--- config.mk ---
export PLATFORM = sky130hd
export DESIGN_NAME = buzzer_lockout
export DESIGN_NICKNAME = d
export VERILOG_FILES = /design/src/rtl/buzzer_lockout.sv
export SDC_FILE = /design/constraint.sdc
export NUM_CORES = 1
export LEC_CHECK = 0
export CAP_MARGIN = 20
export CELL_PAD_IN_SITES_DETAIL_PLACEMENT = 0
export CELL_PAD_IN_SITES_GLOBAL_PLACEMENT = 2
export CORE_MARGIN = 2
export CORE_UTILIZATION = 40
export DETAILED_ROUTE_END_ITERATION = 10
export MAX_ROUTING_LAYER = met4
export PLACE_DENSITY_LB_ADDON = 0.1
export SETUP_SLACK_MARGIN = 0.15
export SLEW_MARGIN = 15
export SYNTH_ARGS = -nofsm -noshare
export SYNTH_HDL_FRONTEND = slang
export SYNTH_SLANG_ARGS = --single-unit
--- constraint.sdc ---
create_clock -name clk -period 2.25 [get_ports clk]
set_input_delay 0.3375 -clock clk [delete_from_list [all_inputs] [get_ports clk]]
set_output_delay 0.3375 -clock clk [all_outputs]
set_load 0.01 [all_outputs]
--- src/rtl/buzzer_lockout.sv ---
// Quiz buzzer front end: 2-flop sync, per-player debounce, first-press arbitration and lockout.
// Optional false-start tracking is enabled by defining FALSE_START_EN.
module buzzer_lockout #(
  parameter int unsigned DEBOUNCE_CYCLES = 16,
  parameter int unsigned CNT_W           = 16
) (
  input  logic       clk,
  input  logic       rst,
  input  logic [3:0] buzz,
  input  logic       host_arm,
  input  logic       host_clear,
  output logic [3:0] player,
  output logic [1:0] winner_id,
  output logic       armed,
  output logic       locked,
  output logic [3:0] foul
);

  localparam logic [CNT_W-1:0] CntMax = CNT_W'(DEBOUNCE_CYCLES - 1);

  typedef enum logic [1:0] {StIdle, StArmed, StLocked} state_e;

  state_e           state_q, state_d;
  logic [3:0]       s1_q, s2_q, db_q, db_prev_q;
  logic [CNT_W-1:0] cnt_q [4];
  logic [3:0]       player_q, player_d;
  logic [1:0]       winner_id_q, winner_id_d;
  logic [3:0]       rise, elig;
  logic [1:0]       win_idx;

  always_ff @(posedge clk) begin
    if (rst) begin
      s1_q      <= '0;
      s2_q      <= '0;
      db_q      <= '0;
      db_prev_q <= '0;
      for (int i = 0; i < 4; i++) cnt_q[i] <= '0;
    end else begin
      s1_q      <= buzz;
      s2_q      <= s1_q;
      db_prev_q <= db_q;
      for (int i = 0; i < 4; i++) begin
        if (s2_q[i] == db_q[i]) begin
          cnt_q[i] <= '0;
        end else if (cnt_q[i] == CntMax) begin
          db_q[i]  <= s2_q[i];
          cnt_q[i] <= '0;
        end else begin
          cnt_q[i] <= cnt_q[i] + CNT_W'(1);
        end
      end
    end
  end

  assign rise = db_q & ~db_prev_q;

`ifdef FALSE_START_EN
  logic [3:0] foul_q;

  // Any press while idle marks that player as having jumped the gun for the next round.
  always_ff @(posedge clk) begin
    if (rst || host_clear) begin
      foul_q <= '0;
    end else if (state_q == StIdle) begin
      foul_q <= foul_q | rise;
    end
  end

  assign elig = rise & ~foul_q;
  assign foul = foul_q;
`else
  assign elig = rise;
  assign foul = 4'b0000;
`endif

  always_comb begin
    win_idx = 2'd0;
    // Descending scan so the lowest index present wins a tie.
    for (int i = 3; i >= 0; i--) begin
      if (elig[i]) win_idx = 2'(i);
    end
  end

  always_comb begin
    state_d     = state_q;
    player_d    = player_q;
    winner_id_d = winner_id_q;
    unique case (state_q)
      StIdle: begin
        if (host_arm && !host_clear) state_d = StArmed;
      end
      StArmed: begin
        if (host_clear) begin
          state_d = StIdle;
        end else if (|elig) begin
          state_d     = StLocked;
          player_d    = 4'b0001 << win_idx;
          winner_id_d = win_idx;
        end
      end
      StLocked: begin
        if (host_clear) begin
          state_d     = StIdle;
          player_d    = '0;
          winner_id_d = '0;
        end
      end
      default: state_d = StIdle;
    endcase
  end

  always_ff @(posedge clk) begin
    if (rst) begin
      state_q     <= StIdle;
      player_q    <= '0;
      winner_id_q <= '0;
    end else begin
      state_q     <= state_d;
      player_q    <= player_d;
      winner_id_q <= winner_id_d;
    end
  end

  assign player    = player_q;
  assign winner_id = winner_id_q;
  assign armed     = (state_q == StArmed);
  assign locked    = (state_q == StLocked);

endmodule

==> results_dict.tcl, run 1 <==
set metrics [dict create \
    start_util 0.414 \
    antenna_found_initial 0 \
    seqPwrFrac 0.564 \
    switchingPower_mw 0.692 \
    drc 0 \
    fp.dieW_um 108 \
    cp_max_fo 3 \
    cp_cell_sequence "nor2b_1 -> clkdlybuf4s50_1" \
    grt_max_degree 16 \
    cts.clk_slew.worst_paths_ns 0.08 \
    cpPeakStageDelay_ns 0.59 \
    grt_usage 0.150 \
    core_um2 10400 \
    vias 2966 \
    post-cts-setup-buffers 0 \
    wl_per_cell_um 11.7 \
    post_drt_via_cell_ratio 4.67 \
    grt_pass1_wl_um 13000 \
    syn2layout_area_growth_pct 18.4 \
    internal_power_mw 2.60 \
    start_kind "flop" \
    finalHoldViolations 0 \
    ys_types 35 \
    seq_area_frac_synth 0.560 \
    status "complete, no violations" \
    ys_warn_count 0 \
    htree_levels 3 \
    layout-drive-gt1-share 0.0441 \
    p_leak_nw 1.78 \
    syn_inst 406 \
    period_share 0.840 \
    clk-insertion-delay-late_ns 0.36 \
    worstMarginPinSlew_ns 0.538 \
    grt_pass1_vias 2745 \
    crit_path_end_kind "output port" \
    wirelength_um 7440 \
    postRouteAntennaNets 0 \
    ir_drop_mv 0.313 \
    maxCapViolCount 0 \
    hp-class "reg2reg" \
    required_ns 1.91 \
    numCtsBuffers 9 \
    cts_buffer_depth 2 \
    rr_worst_depth 6 \
    ys_seq_elements 88 \
    finalSetupViolCount 0 \
    cts_tree "yes" \
    fin_util 0.490 \
    root_buffer "clkbuf_8" \
    maxSlewHeadroom 0.640 \
    io_buffers 15 \
    ys.flop_type "edfxtp_1" \
    num_rows 37 \
    grt_overflow_total 0 \
    dieArea_um2 11600 \
    arrival_ns 1.55 \
    cpMaxStageDelayCell "clkdlybuf4s50_1" \
    cts_resized 0 \
    fmax_mhz 529 \
    place_area_um2 4850 \
    synth_edf_count 64 \
    tns_ns 0 \
    gp_congestion 0.730 \
    first_pass_iters 4 \
    n_fill_cell 1009 \
    clkPwrFrac 0.391 \
    drt_iter0_markers 100 \
    num_antenna_cells 0 \
    nNetsFinal 506 \
    cts_num_sinks 88 \
    die_h_um 108 \
    clock_skew_ns 0.0138 \
    p_comb_frac 0.045 \
    syn_avg_cell_area_um2 10.6 \
    async_flop_share 0 \
    path_class "reg2out" \
    dp_hpwl_um 5430 \
    fin_area_um2 5080 \
    ios 20 \
    rsz0062_at_grt "false" \
    period_needed_ns 1.89 \
    sw_frac_of_total 0.210 \
    ctsHoldBuffers 0 \
    finalMaxSlewViolations 0 \
    syn-cell-area_um2 4290 \
    powerDensity_nw_per_um2 648 \
    hold-path-cell-count 1 \
]
worst paths after layout:
path | slack, ns | start | end
setup / recovery | 0.36 | state_q[1] | locked
hold / removal | 0.43 | state_q[1] | state_q[0]
setup reg to reg | 0.42 | cnt_q[2][0] | cnt_q[2][10]
hold reg to reg | 0.43 | state_q[1] | state_q[0]
state kept, by name (all words and copies together) (netlist names):
signal and cells:
db_prev_q 4, db_q 4, winner_id 2, cnt_q 64
player 4, s1_q 4, state_q 2, s2_q 4
logic make-up (layout without fill, tap and decap cells):
logic type,Yosys count,count (layout),synth area share
simple gates,212,212,0.248
fa+ha+maj,4,4,0.0117
compound gates,12,12,0.0207
other cells,2,68,0.00175
xor+xnor,59,59,0.120
mux,5,5,0.0120
buf+inv,24,51,0.0259
flops,88,88,0.560
cell type report:
type                    count  area, um^2  share of cell area
flip-flops and latches     88        2400               0.473
multi-input cells         360        2030               0.399
repair buffers             23         210              0.0414
well taps                 136         170              0.0335
clock buffers              12         135              0.0266
clock inverters             4        93.8              0.0185
inverters                  12        45.0             0.00886
synthesized netlist by cell type (4+ instances only):
| master | count | share of area |
|---|---|---|
| buf_2 | 5 | 0.0058 |
| xnor2_1 | 50 | 0.10 |
| dfxtp_1 | 24 | 0.11 |
| nand3_1 | 20 | 0.023 |
| nand2_1 | 19 | 0.017 |
| inv_1 | 12 | 0.010 |
| mux2i_1 | 4 | 0.0093 |
| and3_1 | 7 | 0.010 |
| xor2_1 | 9 | 0.018 |
| ha_1 | 4 | 0.012 |
| nand4_1 | 16 | 0.023 |
| nor2_1 | 74 | 0.065 |
| nor3_1 | 16 | 0.019 |
| buf_4 | 4 | 0.0070 |
| nand2b_1 | 6 | 0.0087 |
| nor4_1 | 31 | 0.045 |
| nor2b_1 | 15 | 0.022 |
| edfxtp_1 | 64 | 0.45 |
critical path, delay by kind of cell (launching register included):
family,cells,cell delay [ns]
and+or+nand+nor,1,0.27
buffers and inverters,1,0.59
DFF,1,0.34
metrics by stage:
step | worst slack, ns | hold WS (ns) | power (mW) | instances
finish | 0.360 | 0.429 | 3.29 | 635
global route | 0.177 | 0.458 | 3.43 | 635
CTS | 0.306 | 0.437 | 3.33 | 635
detailed placement | 0.323 | 0.428 | 2.04 | 619
global placement | 0.339 | 0.416 | 2.04 | 619
floorplan | 0.594 | 0.403 | 1.99 | 472
cells in the final DEF, fill, tap and decap left out, types with 2 or more instances in the layout:
master / synthesis / routed
nor2_1: 74 / 74
conb_1: 2 / 68
edfxtp_1: 64 / 64
xnor2_1: 50 / 50
nor4_1: 31 / 31
dfxtp_1: 24 / 24
nand3_1: 20 / 20
nand2_1: 19 / 19
nand4_1: 16 / 16
nor3_1: 16 / 16
nor2b_1: 15 / 15
clkdlybuf4s50_1: 0 / 15
inv_1: 12 / 12
xor2_1: 9 / 9
clkbuf_8: 0 / 9
buf_4: 4 / 8
and3_1: 7 / 7
nand2b_1: 6 / 6
mux2i_1: 4 / 4
ha_1: 4 / 4
a21oi_1: 3 / 3
a22o_1: 3 / 3
bufinv_16: 0 / 3
clkbuf_1: 3 / 3
a21o_1: 2 / 2
nand4b_1: 2 / 2
power groups by stage:
stage / combinational, mW / sequential (mW) / clock (mW)
2_1_floorplan: 0.117 / 1.88 / 0
3_3_place_gp: 0.147 / 1.89 / 0
3_5_place_dp: 0.147 / 1.89 / 0
4_1_cts: 0.148 / 1.86 / 1.33
5_1_grt: 0.173 / 1.87 / 1.39
6_report: 0.148 / 1.86 / 1.29
per-layer routing:
layer | global-route usage | routed length, um | vias up | share of wire
met5 | - | 0 | - | 0
met4 | 0.0549 | 115 | 0 | 0.015
met3 | 0.0400 | 250 | 12 | 0.034
met2 | 0.215 | 3330 | 44 | 0.45
met1 | 0.204 | 3750 | 1351 | 0.50
li1 | - | - | 1559 | -
Power figures use the tool's default switching activity.
==> run 2: changes to the inputs <==
--- a/config.mk
+++ b/config.mk
@@ -9,7 +9,7 @@
 export CELL_PAD_IN_SITES_DETAIL_PLACEMENT = 0
 export CELL_PAD_IN_SITES_GLOBAL_PLACEMENT = 2
 export CORE_MARGIN = 2
-export CORE_UTILIZATION = 40
+export CORE_UTILIZATION = 36
 export DETAILED_ROUTE_END_ITERATION = 10
 export MAX_ROUTING_LAYER = met4
 export PLACE_DENSITY_LB_ADDON = 0.1
==> constraint.sdc (replaced) <==
create_clock -name clk -period 1.7 [get_ports clk]
set_input_delay 0.255 -clock clk [delete_from_list [all_inputs] [get_ports clk]]
set_output_delay 0.255 -clock clk [all_outputs]
set_load 0.01 [all_outputs]
==> run 2 against run 1 <==
Largest cell class is now multi-input gates. Flip-flop and latch count unchanged. First-iteration DRC count up 53%. Sequential power up 32%. Routed wire length up 23%. Clock skew down 0.0069 ns. Via count up 13%. Highest routed layer unchanged. The run now ends with design-rule violations left. Hold slack better by 0.011 ns. Setup slack worse by 0.25 ns. Design area up 22%. Non-clock buffer count up 79. Critical path depth up 4. Die area up 11%.
==> results_dict.tcl, run 2 (synthesis results as in run 1) <==
set metrics [dict create \
    status "finished with violations" \
    violations "design-rule violations" \
    htree_levels 3 \
    p_leak_nw 2.37 \
    dp_slack_ns 0.0692 \
    timing.rr.end "cnt_q[1][14]" \
    fp.dieW_um 113 \
    p_total_mw 4.63 \
    final_common_cell "buf_4" \
    path_class "reg2reg" \
    num_rows 39 \
    grt_pass1_wl_um 15600 \
    cts_tree "yes" \
    post_drt_via_cell_ratio 4.63 \
    ios 20 \
    finalNonFillerCells 721 \
    fin_util 0.538 \
    die_h_um 113 \
    clk-insertion-delay-late_ns 0.35 \
    rr_worst_depth 6 \
    crit_path_end_kind "flop" \
    syn2layout_area_growth_pct 44.5 \
    maxCapViolCount 0 \
    numCtsBuffers 9 \
    hold_ws_ns 0.440 \
    ir_drop_mv 0.339 \
    root_buffer "clkbuf_16" \
    endpoint "cnt_q[1][14]" \
    rrSetupSlack_ns 0.11 \
    grt_pass1_vias 3261 \
    fmax_mhz 631 \
    start_kind "flop" \
    arrival_ns 1.69 \
    powerDensity_nw_per_um2 747 \
    cts.clk_slew.worst_paths_ns 0.07 \
    layout-drive-gt1-share 0.279 \
    cp-startpoint "cnt_q[1][6]" \
    grt_usage 0.159 \
    top_register "cnt_q" \
    start_util 0.373 \
    largest_register_ffs 64 \
    tns_ns 0 \
    drc 2 \
    cp_max_fo 7 \
    finalMaxSlewViolations 0 \
    antenna_found_initial 0 \
    layout_common_cells "78 x buf_4, 68 x conb_1, 64 x nor2_1, 64 x edfxtp_1, 50 x xnor2_1" \
    dp_hpwl_um 6090 \
    postRouteAntennaNets 0 \
    fin_area_um2 6200 \
    nNetsFinal 585 \
    gp_congestion 0.759 \
    io_buffers 15 \
    place_inst 676 \
    wirelength_um 9170 \
    first_pass_iters 7 \
    clock_skew_ns 0.00687 \
    required_ns 1.80 \
    drt_iter0_markers 153 \
    num_antenna_cells 0 \
    grt_max_degree 16 \
    vias 3339 \
    setup_ws_ns 0.114 \
    grt_overflow_total 0 \
    core_um2 11500 \
    period_needed_ns 1.59 \
    place_area_um2 5310 \
    cts_buffer_depth 2 \
    cts_num_sinks 88 \
    dieArea_um2 12800 \
    period_share 0.933 \
    finalSetupViolCount 0 \
    hp-class "reg2reg" \
    wl_per_cell_um 12.7 \
    finalHoldViolations 0 \
    rsz0062_at_grt "true" \
    r2r-start "cnt_q[1][6]" \
]
run 2: cell types whose count changed in the layout (fill, tap and decap cells not counted), sizes merged:
cell and delta:
clkdlybuf4s50 -8, clkinv +5, dlymetal6s2s +5, dlygate4sd2 +3, clkbuf -2, buf +79
bufinv -3
run 2: final cells by class:
type / instances / area, um^2
Inverter: 12 / 45.0
Sequential cell: 88 / 2400
Tap cell: 143 / 179
Clock buffer: 10 / 239
Multi-Input combinational cell: 360 / 2410
Fill cell: 1062 / 5320
Timing Repair Buffer: 102 / 897
Clock inverter: 6 / 25.0
run 2: worst min path at each step:
stage / from / end / slack, ns / depth (start not counted)
2_1_floorplan: host_clear / state_q[0] / 0.33 / 1
6_report: s1_q[3] / s2_q[3] / 0.44 / 1
3_5_place_dp: s1_q[1] / s2_q[1] / 0.43 / 1
3_3_place_gp: state_q[1] / state_q[0] / 0.41 / 1
4_1_cts: s1_q[3] / s2_q[3] / 0.44 / 1
5_1_grt: s1_q[0] / s2_q[0] / 0.47 / 1
run 2: where the power goes:
group,total (mW),internal (mW),leakage (nW),switching (mW)
clock network,1.82,1.01,0.132,0.817
registers,2.45,2.38,0.855,0.0751
logic,0.356,0.185,1.38,0.171
run 2: repair_timing:
action,4_1_cts,5_1_grt
gates cloned,1,0
buffers inserted,18,10
pin swaps,23,16
hold buffers,0,0
gates resized for setup,39,43
setup endpoints to repair,63,71
run 2: layer usage:
metal	vias up	wire, um	GRT usage
li1	1715	-	-
met2	32	4140	0.237
met4	0	174	0.0659
met5	-	0	-
met1	1581	4620	0.209
met3	11	240	0.0375
run 2: worst max-delay path, cell delays in order, from the launching register on:
cell and delay [ns]:
edfxtp_1 0.49, nor4_4 0.26, nand4_1 0.19, nand2_2 0.13, buf_6 0.11, buf_16 0.12
nor2_1 0.04
==> RTL edit 1 (flow settings as in run 1) <==
The option `FALSE_START_EN` is turned on by a define.
--- a/src/rtl/buzzer_lockout.sv
+++ b/src/rtl/buzzer_lockout.sv
@@ -1,4 +1,6 @@
 // Quiz buzzer front end: 2-flop sync, per-player debounce, first-press arbitration and lockout.
 // Optional false-start tracking is enabled by defining FALSE_START_EN.
+`define FALSE_START_EN
+
 module buzzer_lockout #(
   parameter int unsigned DEBOUNCE_CYCLES = 16,
Function: same outputs for any inputs over 10 cycles, from zero or initial values and one cycle with rst high; that may be too few to reach the edited logic, so the function may still have changed.
==> RTL edit 1 against run 1 <==
  * Power grew 7.0%
  * Sequential power grew 4%
  * Sequential cell count grew 4
  * Worst setup slack lost 81 ps
  * Utilization shrank 0.63 points
  * Via count grew 4.4%
  * Count of clock-buffer cells in the layout shrank 1
  * Cell area grew 7.3%
  * Synthesized area grew 6.4%
  * Routed wire length grew 12%
  * Critical path type unchanged
==> RTL edit 1: results <==
metrics = {
    "outcome": {
        "status": "finished clean",
    },
    "grt": {
        "grt_start_max_net_pins": 34,
        "grt_pass1_vias": 2951,
        "grt_pass1_wl_mm": 14.54,
    },
    "setup_path": {
        "path_max_fanout": 4,
        "reg2reg_depth": 4,
        "critPathArrivalTime_ps": 1630,
    },
    "yosys": {
        "yosysSeqAreaShare_pct": 54.39,
        "avgSynthCellArea_sq_um": 10.95,
        "muxShareOfSynthArea_pct": 1.096,
        "synth_fa_ha_area_share_pct": 1.096,
        "synth_cell_types": 41,
        "synthTopCellsByCount": "nor2_1, edfxtp_1, xnor2_1",
        "synth_compound_area_share_pct": 2.686,
    },
    "route": {
        "wl_per_cell_microns": 12.74,
        "wl_met1_mm": 4.541,
        "vias": 3096,
        "wl_met2_mm": 3.463,
        "dr_wl_met3_microns": 218,
    },
    "power_and_ir_drop": {
        "ir_drop_uv": 341.7,
    },
    "cts": {
        "clk_pin_slew_ps": 60,
        "root_buffer": "clkbuf_16",
    },
    "cells_and_area": {
        "drive_gt1_share_pct": 8.398,
    },
    "placed_design": {
        "gp_congestion": 0.7699,
        "portBuffers": 19,
    },
}
## RTL edit 1: power breakdown
group          switching, mW  total (mW)  internal, mW
logic                 0.0887       0.163        0.0741
clock network          0.625        1.43         0.801
registers             0.0675        1.93          1.87
total                  0.781        3.52          2.74
## RTL edit 1: per-stage QoR
| stage | utilization [%] | total power, mW | instance area, sq um | worst slack, ps |
|---|---|---|---|---|
| global route | 48.38 | 3.688 | 5454 | 174.1 |
| CTS | 48.36 | 3.567 | 5451 | 272.4 |
| global placement | 45.90 | 2.130 | 5174 | 322.4 |
| finish | 48.38 | 3.523 | 5454 | 279.3 |
| detailed placement | 45.90 | 2.131 | 5174 | 284.0 |
| floorplan | - | 2.073 | 4801 | 643.2 |
## RTL edit 1: worst max-delay path: cells and delay by family (launching register included)
family                 cells  cell delay, ps
AND/OR/NAND/NOR            1             300
buffers and inverters      1             600
flip-flops                 1             400
## RTL edit 1: cells by family (layout without fill, tap and decap cells)
family / Yosys count / after routing
AOI/OAI and AO/OA: 15 / 15
buffers and inverters: 23 / 55
other: 1 / 64
DFF: 92 / 92
and+or+nand+nor: 218 / 218
xor gates and xnor gates: 59 / 59
muxes: 5 / 5
adders and majority gates: 4 / 4
## RTL edit 1: cell type report
class	count	area, sq um
well taps	143	178.9
clock buffers	11	252.7
multi-input cells	365	2218
inverters	15	56.30
fillers	1058	5818
flip-flops and latches	92	2482
clock inverters	5	25.02
repair buffers	24	240.2
## RTL edit 1: final timing paths
check,start,endpoint,slack (ps)
max reg2reg,cnt_q[0][9],cnt_q[0][4],330
min,s1_q[2],s2_q[2],440
min reg2reg,s1_q[2],s2_q[2],440
max,state_q[1],locked,280
## RTL edit 1: metal layers
layer	GRT usage, %	up-vias
met4	5.250	0
li1	-	1619
met2	20.65	37
met5	-	-
met1	22.14	1431
met3	3.226	9
==> RTL edit 2 (settings of run 1) <==
Without the edit above. Re-encode `state_e` (3 states) as one-hot, 3 bits wide.
--- a/src/rtl/buzzer_lockout.sv
+++ b/src/rtl/buzzer_lockout.sv
@@ -19,5 +19,5 @@
   localparam logic [CNT_W-1:0] CntMax = CNT_W'(DEBOUNCE_CYCLES - 1);
 
-  typedef enum logic [1:0] {StIdle, StArmed, StLocked} state_e;
+  typedef enum logic [2:0] {StIdle = 3'b001, StArmed = 3'b010, StLocked = 3'b100} state_e;
 
   state_e           state_q, state_d;
Behaviour: no difference found for any inputs over 10 cycles, from zero or initial values and one cycle with rst high; not proved beyond that.
==> RTL edit 2 against run 1 <==
  * Worst setup slack lost 64 ps
  * Sequential cell count grew 1
  * Utilization shrank 1.2 points
  * Via count grew 3.8%
  * Combinational power increased by 19%
  * Cell area grew 1.6%
  * Routed wire length rose by 7.4%
  * Count of clock-buffer cells in the layout up 1
  * Synthesized area rose by 2.4%
  * Power is 3.8% lower
  * Final cell count is 2.4% higher
  * Largest power group unchanged
  * Highest routed layer unchanged
==> RTL edit 2: results <==
metrics = {
    "placed_design": {
        "dpl.hpwl_mm": 5.838,
        "preCtsSetupSlack_ps": 213.7,
        "dp.cells": 634,
    },
    "cells_and_area": {
        "drive_gt1_share_pct": 5.882,
        "finalNetCount": 517,
    },
    "yosys": {
        "synth_fa_ha_area_share_pct": 1.139,
        "avgSynthCellArea_sq_um": 10.53,
        "synth_xor_area_share_pct": 11.36,
        "muxShareOfSynthArea_pct": 0.9114,
        "yosys-top-cells-area": "edfxtp_1, dfxtp_1, xnor2_1",
        "yosysSeqAreaShare_pct": 55.14,
        "synthTopCellsByCount": "nor2_1, edfxtp_1, xnor2_1",
        "synth_compound_area_share_pct": 3.133,
    },
    "setup_path": {
        "crit_start": "state_q[2]",
        "path_max_fanout": 7,
        "critPathArrivalTime_ps": 1620,
        "r2r_slack_ps": 390,
        "r2r-start": "cnt_q[1][0]",
    },
    "grt": {
        "grt_pass1_wl_mm": 14.08,
        "grt_use_met1_pct": 20.07,
        "gr-usage-met2_pct": 24.24,
    },
    "sta": {
        "hold_slack_ps": 442.0,
        "tightest_slew_ps": 697.6,
        "min_period_ps": 1954,
    },
    "power_and_ir_drop": {
        "p_leak_nw": 1.766,
        "ir_drop_uv": 337.4,
    },
    "route": {
        "wl_met2_mm": 3.592,
        "drtIter0Drc": 115,
        "wl_per_cell_microns": 12.30,
        "vias": 3080,
        "dr_wl_met3_microns": 211,
    },
    "outcome": {
        "status": "finished clean",
    },
    "cts": {
        "root_buffer": "clkbuf_8",
    },
}
## RTL edit 2: cell count changes after synthesis, sizes merged, moves of 3 or more
cell | run 1 | this run
a22o | 3 | 0
nand3 | 21 | 24
clkbuf | 3 | 7
nor4 | 31 | 26
a21oi | 3 | 11
buf | 9 | 4
or3 | 0 | 3
## RTL edit 2: area by class of cell
cell class | instances | area (sq um)
fill | 1035 | 5628
inverter | 10 | 37.54
sequential | 89 | 2424
tap | 140 | 175.2
timing repair buffer | 22 | 202.7
clock inverter | 3 | 18.77
multi-input combinational | 373 | 2127
clock buffer | 13 | 180.2
## RTL edit 2: power by group
| part | switching [mW] | internal [mW] |
|---|---|---|
| Clock | 0.566 | 0.532 |
| Sequential | 0.0738 | 1.82 |
| Combinational | 0.0941 | 0.0824 |
| Total | 0.734 | 2.43 |
## RTL edit 2: timing repair
item | in CTS | in global routing
endpoints found under the setup margin | 0 | 4
setup buffers | 0 | 0
resized for setup | 0 | 2
hold buffers | 0 | 0
